==> src/rtl/hazard_ctrl_pkg.sv <==
// Shared definitions for the mips32 hazard/sequencing controller:
// mult/div FSM encoding, default unit latencies and the pipeline control width.
package hazard_ctrl_pkg;

    typedef enum logic {
        HC_IDLE = 1'b0,
        HC_BUSY = 1'b1
    } hc_state_t;

    localparam int DEF_MUL_LATENCY = 4;
    localparam int DEF_DIV_LATENCY = 32;

    // Width of the ID_EX control bundle; a flush zeroes all of it.
    localparam int CONTROL_SIZE = 16;

endpackage

==> src/rtl/muldiv_timer.sv <==
// Occupancy timer for the multi-cycle mult/div unit: busy for exactly LAT
// cycles after a one-cycle start pulse.
module muldiv_timer
    import hazard_ctrl_pkg::*;
#(
    parameter int MUL_LATENCY = DEF_MUL_LATENCY,
    parameter int DIV_LATENCY = DEF_DIV_LATENCY
) (
    input  logic clk,
    input  logic rst,
    input  logic start,
    input  logic is_div,
    output logic busy
);

    localparam int CW = $clog2(DIV_LATENCY + 1);
    localparam logic [CW-1:0] MUL_LOAD = CW'(MUL_LATENCY - 1);
    localparam logic [CW-1:0] DIV_LOAD = CW'(DIV_LATENCY - 1);

    hc_state_t     r_state;
    hc_state_t     w_state_nxt;
    logic [CW-1:0] r_cnt;
    logic [CW-1:0] w_cnt_nxt;

    always_ff @(posedge clk) begin
        if (rst) begin
            r_state <= HC_IDLE;
            r_cnt   <= '0;
        end else begin
            r_state <= w_state_nxt;
            r_cnt   <= w_cnt_nxt;
        end
    end

    // cnt holds the number of busy cycles still to come after the current one.
    always_comb begin
        w_state_nxt = r_state;
        w_cnt_nxt   = r_cnt;
        busy        = 1'b0;
        case (r_state)
            HC_IDLE: begin
                if (start) begin
                    w_state_nxt = HC_BUSY;
                    w_cnt_nxt   = is_div ? DIV_LOAD : MUL_LOAD;
                end
            end
            HC_BUSY: begin
                busy = 1'b1;
                if (r_cnt == '0) begin
                    w_state_nxt = HC_IDLE;
                end else begin
                    w_cnt_nxt = r_cnt - 1'b1;
                end
            end
            default: w_state_nxt = HC_IDLE;
        endcase
    end

endmodule

==> src/rtl/hazard_ctrl.sv <==
// Decode-stage hazard controller: load-use and HI/LO stalls, taken-branch
// flushes, mult/div start sequencing and a saturating stall counter.
module hazard_ctrl
    import hazard_ctrl_pkg::*;
#(
    parameter int MUL_LATENCY = DEF_MUL_LATENCY,
    parameter int DIV_LATENCY = DEF_DIV_LATENCY
) (
    input  logic        clk,
    input  logic        rst,
    input  logic [4:0]  id_rs,
    input  logic [4:0]  id_rt,
    input  logic        id_uses_rs,
    input  logic        id_uses_rt,
    input  logic        id_muldiv,
    input  logic        id_is_div,
    input  logic        id_hilo_read,
    input  logic        ex_mem_read,
    input  logic [4:0]  ex_rt,
    input  logic        ex_branch_taken,
    output logic        pc_write,
    output logic        if_id_write,
    output logic        if_id_flush,
    output logic        id_ex_flush,
    output logic        muldiv_start,
    output logic        muldiv_busy,
    output logic [31:0] stall_count
);

    logic        w_busy;
    logic        w_load_use;
    logic        w_md_stall;
    logic        w_start;
    logic [31:0] r_stall_count;

    assign w_load_use = ex_mem_read && (ex_rt != 5'd0) &&
                        ((id_uses_rs && (id_rs == ex_rt)) ||
                         (id_uses_rt && (id_rt == ex_rt)));
    assign w_md_stall = w_busy && (id_hilo_read || id_muldiv);
    assign w_start    = !rst && id_muldiv && !ex_branch_taken &&
                        !w_load_use && !w_md_stall;

    muldiv_timer #(
        .MUL_LATENCY (MUL_LATENCY),
        .DIV_LATENCY (DIV_LATENCY)
    ) u_timer (
        .clk    (clk),
        .rst    (rst),
        .start  (w_start),
        .is_div (id_is_div),
        .busy   (w_busy)
    );

    // A taken branch outranks every stall: the ID instruction is wrong-path.
    always_comb begin
        pc_write     = 1'b1;
        if_id_write  = 1'b1;
        if_id_flush  = 1'b0;
        id_ex_flush  = 1'b0;
        muldiv_start = w_start;
        muldiv_busy  = w_busy;
        if (rst) begin
            pc_write     = 1'b0;
            if_id_write  = 1'b0;
            if_id_flush  = 1'b1;
            id_ex_flush  = 1'b1;
            muldiv_start = 1'b0;
            muldiv_busy  = 1'b0;
        end else if (ex_branch_taken) begin
            if_id_flush = 1'b1;
            id_ex_flush = 1'b1;
        end else if (w_load_use || w_md_stall) begin
            pc_write    = 1'b0;
            if_id_write = 1'b0;
            id_ex_flush = 1'b1;
        end
    end

    always_ff @(posedge clk) begin
        if (rst) begin
            r_stall_count <= '0;
        end else if (!pc_write && (r_stall_count != 32'hFFFF_FFFF)) begin
            r_stall_count <= r_stall_count + 32'd1;
        end
    end

    assign stall_count = r_stall_count;

endmodule
==> config.mk <==
export PLATFORM = sky130hd
export DESIGN_NAME = hazard_ctrl
export DESIGN_NICKNAME = d
export VERILOG_FILES = /design/src/rtl/hazard_ctrl_pkg.sv /design/src/rtl/muldiv_timer.sv /design/src/rtl/hazard_ctrl.sv
export SDC_FILE = /design/constraint.sdc
export NUM_CORES = 1
export LEC_CHECK = 0
export ABC_AREA = 1
export BUFFER_PORTS_ARGS = -buffer_cell sky130_fd_sc_hd__clkbuf_2
export CAP_MARGIN = 20
export CORE_ASPECT_RATIO = 0.75
export CORE_MARGIN = 2
export CORE_UTILIZATION = 55
export CTS_BUF_LIST = sky130_fd_sc_hd__clkbuf_16
export CTS_CLUSTER_SIZE = 14
export DETAILED_ROUTE_END_ITERATION = 6
export GPL_ROUTABILITY_DRIVEN = 0
export MAX_ROUTING_LAYER = met4
export PLACE_DENSITY_LB_ADDON = 0.15
export SLEW_MARGIN = 20
export SYNTH_ARGS = -nofsm -noshare
export SYNTH_HDL_FRONTEND = slang
export SYNTH_SLANG_ARGS = --single-unit
==> constraint.sdc <==
create_clock -name clk -period 3.1 [get_ports clk]
set_input_delay 0.93 -clock clk [delete_from_list [all_inputs] [get_ports clk]]
set_output_delay 0.93 -clock clk [all_outputs]
set_load 0.005 [all_outputs]
==> flow_metrics.tcl, run 1 <==
set metrics [dict create \
    vias 2890 \
    fmax_ghz 0.347 \
    final.min_clock_period_ps 2880 \
    nets 539 \
    placed_cell_area_sq_um 3120 \
    drt_iter0_markers 164 \
    netlist_top_cells_count "nand2_1, nor2_1, inv_1" \
    synth.avg_cell_area_sq_um 6.16 \
    antenna_found_initial 0 \
    syn_inst 451 \
    yosysUniqueCellTypes 32 \
    worst-path-max-fanout 3 \
    area_growth_pct 19.0 \
    worst_pin_slew_ps 530 \
    final_cell_area_sq_um 3310 \
    synth_compound_area_share_pct 10.8 \
    h-tree-depth 2 \
    ctsResizeCount 0 \
    hold_viol 0 \
    port_buffers 61 \
    path_clk_slew_ps 60 \
    post_drt_wl_per_cell_um 11.4 \
    ir_worst_vdd_uv 258 \
    fin_skew_ps 3.55 \
    cpPeakStageDelay_ps 230 \
    power_frac_seq_pct 39.8 \
    fp.dieH_um 65.6 \
    slew_viol_final 0 \
    drive_gt1_share_pct 22.4 \
    remaining_drc_errors 0 \
    cts_root_buf "clkbuf_16" \
    p_per_area_nw_per_um2 391 \
    p_int_uw 1010 \
    die_x_um 86.1 \
    period_share_pct 92.8 \
    critical_path_class "input pin to primary output" \
    ctsHoldBuffers 0 \
    yosysWarnings 0 \
    crit_slowest_cell "a21boi_0" \
    p_sw_uw 280 \
    yosysMostFrequentCell "nand2_1" \
    synthXorXnorAreaFrac_pct 0.945 \
    insertedDiodeCount 0 \
    vias_per_cell 5.03 \
    outcome "complete, no violations" \
    first_global_vias 2528 \
    syn-num-nets 477 \
    die_area_sq_um 5650 \
    p_leak_uw 0.00160 \
    clock_latency_ps 280 \
    synth_top_area_share_pct 28.1 \
    numCtsBuffers 5 \
    cp-start-kind "input pin" \
    min-delay-path-class "register to register" \
    dp_hpwl_um 4800 \
    synth_mux_area_share_pct 0 \
    critPathArrivalTime_ps 1950 \
    synth_top_family_by_area "simple AND/OR/NAND/NOR gates" \
    worstSetupEndpointType "primary output" \
    seqCellArea_sq_um 781 \
    cts_tree "yes" \
    synth_edf_count 0 \
    stdcell_count 574 \
    clock_sinks 39 \
    firstDrtPassIters 4 \
    relSlewSlack_pct 64.5 \
    ys_seq_area_share_pct 28.1 \
    clk_path_buf_depth 2 \
    pwr-share-comb_pct 9.4 \
    fillers 435 \
    multiInputGateArea_sq_um 1690 \
    final.setup.tns_ps 0 \
    grt_max_degree 40 \
    finalSetupViolations 0 \
    post-cts-setup-buffer-count 0 \
    ios 62 \
    synthFlopType "dfxtp_1" \
    grt_pass1_wl_um 11000 \
    core_area_sq_um 4870 \
    grt_overflow 0 \
    wl_um 6520 \
    maxCapViolCount 0 \
    postRouteAntennaNets 0 \
    path_cells "clkbuf_2 > inv_1 > nand4_1 > o21ai_0 > inv_1 > a21boi_0 > nand2_1 > inv_1 > clkbuf_2" \
    path_common_cell "inv_1" \
    place_inst 566 \
    clkPwrFrac_pct 50.7 \
    synth_fa_ha_area_share_pct 0.900 \
    crit_required_ps 2170 \
    yosys.area.top_type "dfxtp_1" \
    synth_async_sr_flop_share_pct 0 \
    synth-simple-area-share_pct 48.1 \
    swShare_pct 21.6 \
    synth_area_leaders "dfxtp_1, nand2_1, nor2_1" \
    synth-seq-cells 39 \
    track_usage_pct 24.5 \
    rsz0062_at_grt "no" \
    initial_utilization_pct 57.1 \
    syn_area_sq_um 2780 \
    std_cell_rows 22 \
]
[critical path, delay by kind of cell]
kind	cells	cell delay (ps)
buf+inv	5	430
compound gates	2	410
simple gates	2	190
[per-stage QoR]
step	total power (uW)	setup WS [ps]	util [%]	hold slack, ps
2_1_floorplan	609	212	-	437
3_3_place_gp	646	229	64.0	448
3_5_place_dp	649	230	64.0	481
4_1_cts	1300	221	67.9	492
5_1_grt	1350	31.0	67.9	506
6_report	1290	222	67.9	495
[cell type report]
class	count	area share, %
clock buffers	5	3.78
clock inverters	3	1.93
inverters	62	7.03
multi-input cells	339	51.0
flip-flops and latches	39	23.6
well taps	60	2.27
repair buffers	66	10.4
[worst paths after layout]
path                            cells after the start                to             start  slack (ps)
worst max-delay path                                9      muldiv_start          ex_rt[2]         220
worst min register to register                      2  u_timer.r_cnt[3]  u_timer.r_cnt[3]         500
worst max register to register                     10   stall_count[31]    stall_count[0]        1120
worst min-delay path                                2  u_timer.r_cnt[3]  u_timer.r_cnt[3]         500
[layer usage]
layer	wire length, um	vias up	GRT usage [%]
met5	0	-	-
met4	48	0	5.36
met3	350	5	4.15
met2	2850	73	39.2
met1	3280	1281	32.8
li1	-	1531	-
[registers in the layout (all words and copies together) (netlist names)]
| signal | count |
|---|---|
| u_timer.r_cnt | 6 |
| u_timer.r_state | 1 |
| stall_count | 32 |
[layout by cell type (no fill, tap or decap), drive strengths merged]
cell and n:
nand2 143, nor2 96, clkbuf 66, inv 62, dfxtp 39, nand3 37
a21oi 15, o21bai 15, o21ai 11, nand4 8, buf 5, nor3 4
xor2 3, nand3b 2, ha 2, bufinv 2, clkinv 1, a21boi 1
o31ai 1, nor4 1
[kinds of logic after synthesis]
logic type | Yosys count
buf+inv | 73
compound gates | 43
simple gates | 291
flops | 39
fa+ha+maj | 2
xor+xnor | 3
[power groups by stage]
stage          combinational, uW  clock (uW)  sequential [uW]
6_report                     122         657              516
5_1_grt                      142         691              516
4_1_cts                      123         666              516
3_5_place_dp                 122           0              527
3_3_place_gp                 120           0              526
2_1_floorplan               83.9           0              525
(Power assumes the default switching activity.)
==> run 2: changes to the inputs <==
--- a/config.mk
+++ b/config.mk
@@ -17,6 +17,7 @@
 export GPL_ROUTABILITY_DRIVEN = 0
 export MAX_ROUTING_LAYER = met4
 export PLACE_DENSITY_LB_ADDON = 0.15
+export REMOVE_ABC_BUFFERS = 1
 export SLEW_MARGIN = 20
 export SYNTH_ARGS = -nofsm -noshare
 export SYNTH_HDL_FRONTEND = slang
==> flow_metrics.tcl, run 2 (synthesis gave the netlist of run 1 again) <==
set metrics [dict create \
    die_x_um 86.1 \
    post_drt_wl_per_cell_um 11.1 \
    relSlewSlack_pct 63.9 \
    crit_required_ps 2170 \
    first_global_vias 2566 \
    largest_reg_flops 32 \
    ctsHoldBuffers 0 \
    antenna_found_initial 0 \
    whs_endpoint "u_timer.r_cnt[0]" \
    critical_path_class "input pin to primary output" \
    clk_path_buf_depth 2 \
    worstSetupEndpointType "primary output" \
    grt_overflow 0 \
    cp-start-kind "input pin" \
    core_area_sq_um 4870 \
    seqCellArea_sq_um 781 \
    cts_root_buf "clkbuf_16" \
    insertedDiodeCount 0 \
    stdcell_count 574 \
    r2r-end "u_timer.r_cnt[1]" \
    clkPwrFrac_pct 44.2 \
    power_frac_seq_pct 45.0 \
    ios 62 \
    grt_max_degree 40 \
    track_usage_pct 25.2 \
    critPathArrivalTime_ps 1980 \
    h-tree-depth 2 \
    die_area_sq_um 5650 \
    startpoint "ex_rt[2]" \
    hold_slack_ps 471 \
    clock_sinks 39 \
    cts_tree "yes" \
    fin_skew_ps 7.09 \
    clock_latency_ps 290 \
    place_inst 566 \
    period_share_pct 93.8 \
    min-delay-path-class "register to register" \
    postRouteAntennaNets 0 \
    p_per_area_nw_per_um2 351 \
    grt_pass1_wl_um 11100 \
    final_common_cell "nand2_1" \
    remaining_drc_errors 0 \
    numCtsBuffers 5 \
    final.min_clock_period_ps 2910 \
    drt_iter0_markers 164 \
    swShare_pct 25.5 \
    rsz0062_at_grt "no" \
    r2r_cells 9 \
    dp_hpwl_um 4800 \
    layout_common_cells "nand2_1, nor2_1, clkbuf_2, inv_1, dfxtp_1" \
    area_growth_pct 17.5 \
    finalSetupViolations 0 \
    hold_viol 0 \
    vias 2894 \
    worst-path-max-fanout 3 \
    hold_start "u_timer.r_cnt[0]" \
    dpl_worst_slack_ps 203 \
    fillers 450 \
    path_clk_slew_ps 60 \
    vias_per_cell 5.04 \
    worst_pin_slew_ps 538 \
    reg2reg_slack_ps 1150 \
    pwr-share-comb_pct 10.8 \
    r2r_start "u_timer.r_cnt[0]" \
    final.setup.tns_ps 0 \
    fmax_ghz 0.344 \
    maxCapViolCount 0 \
    nets 539 \
    p_int_uw 853 \
    port_buffers 61 \
    post-route-util_pct 67.0 \
    p_sw_uw 292 \
    outcome "complete, no violations" \
    slew_viol_final 0 \
    fp.dieH_um 65.6 \
    std_cell_rows 22 \
    firstDrtPassIters 5 \
    setup_slack_ps 193 \
    wl_um 6370 \
    p_leak_uw 0.00158 \
    ir_worst_vdd_uv 280 \
    initial_utilization_pct 57.1 \
    drive_gt1_share_pct 22.4 \
    multiInputGateArea_sq_um 1690 \
    ctsResizeCount 0 \
    post-cts-setup-buffer-count 0 \
    min_path_cells 2 \
]
## run 2: stage by stage
step                cell area, sq um  total power [uW]
detailed placement              3120               650
CTS                             3270              1150
floorplan                       2700               599
finish                          3270              1140
global route                    3270              1200
global placement                3120               647
## run 2: cell type report
| type | instances | share of cell area (%) |
|---|---|---|
| multi-input combinational | 339 | 51.7 |
| clock inverter | 3 | 0.613 |
| tap | 60 | 2.30 |
| sequential | 39 | 23.9 |
| inverter | 62 | 7.13 |
| clock buffer | 5 | 3.83 |
| timing repair buffer | 66 | 10.5 |
## run 2: critical path, stage by stage
cell and delay [ps]:
clkbuf_2 100, inv_1 90, nand4_1 90, o21ai_0 190, inv_1 80, a21boi_0 240
nand2_1 110, inv_1 60, clkbuf_2 100
## run 2: worst max-delay path by stage
| stage | slack [ps] | depth (start not counted) | endpoint |
|---|---|---|---|
| after global routing | 30 | 9 | muldiv_start |
| after CTS | 190 | 9 | muldiv_start |
| final | 190 | 9 | muldiv_start |
| after detailed placement | 200 | 9 | muldiv_start |
| after floorplan | -180 | 9 | if_id_write |
| after global placement | 230 | 9 | muldiv_start |
## run 2: per-layer routing
| layer | vias to the layer above | GRT usage [%] | part of all wire (%) |
|---|---|---|---|
| li1 | 1533 | - | - |
| met1 | 1264 | 34.3 | 50 |
| met2 | 90 | 38.8 | 42 |
| met3 | 7 | 4.15 | 7.7 |
| met4 | 0 | 6.94 | 0.88 |
| met5 | - | - | 0 |
## run 2: power groups by stage
stage | Combinational [uW] | Clock, uW | Sequential, uW
after floorplan | 73.7 | 0 | 525
after global placement | 121 | 0 | 526
after detailed placement | 123 | 0 | 526
after CTS | 124 | 516 | 515
after global routing | 142 | 544 | 516
final | 123 | 506 | 516
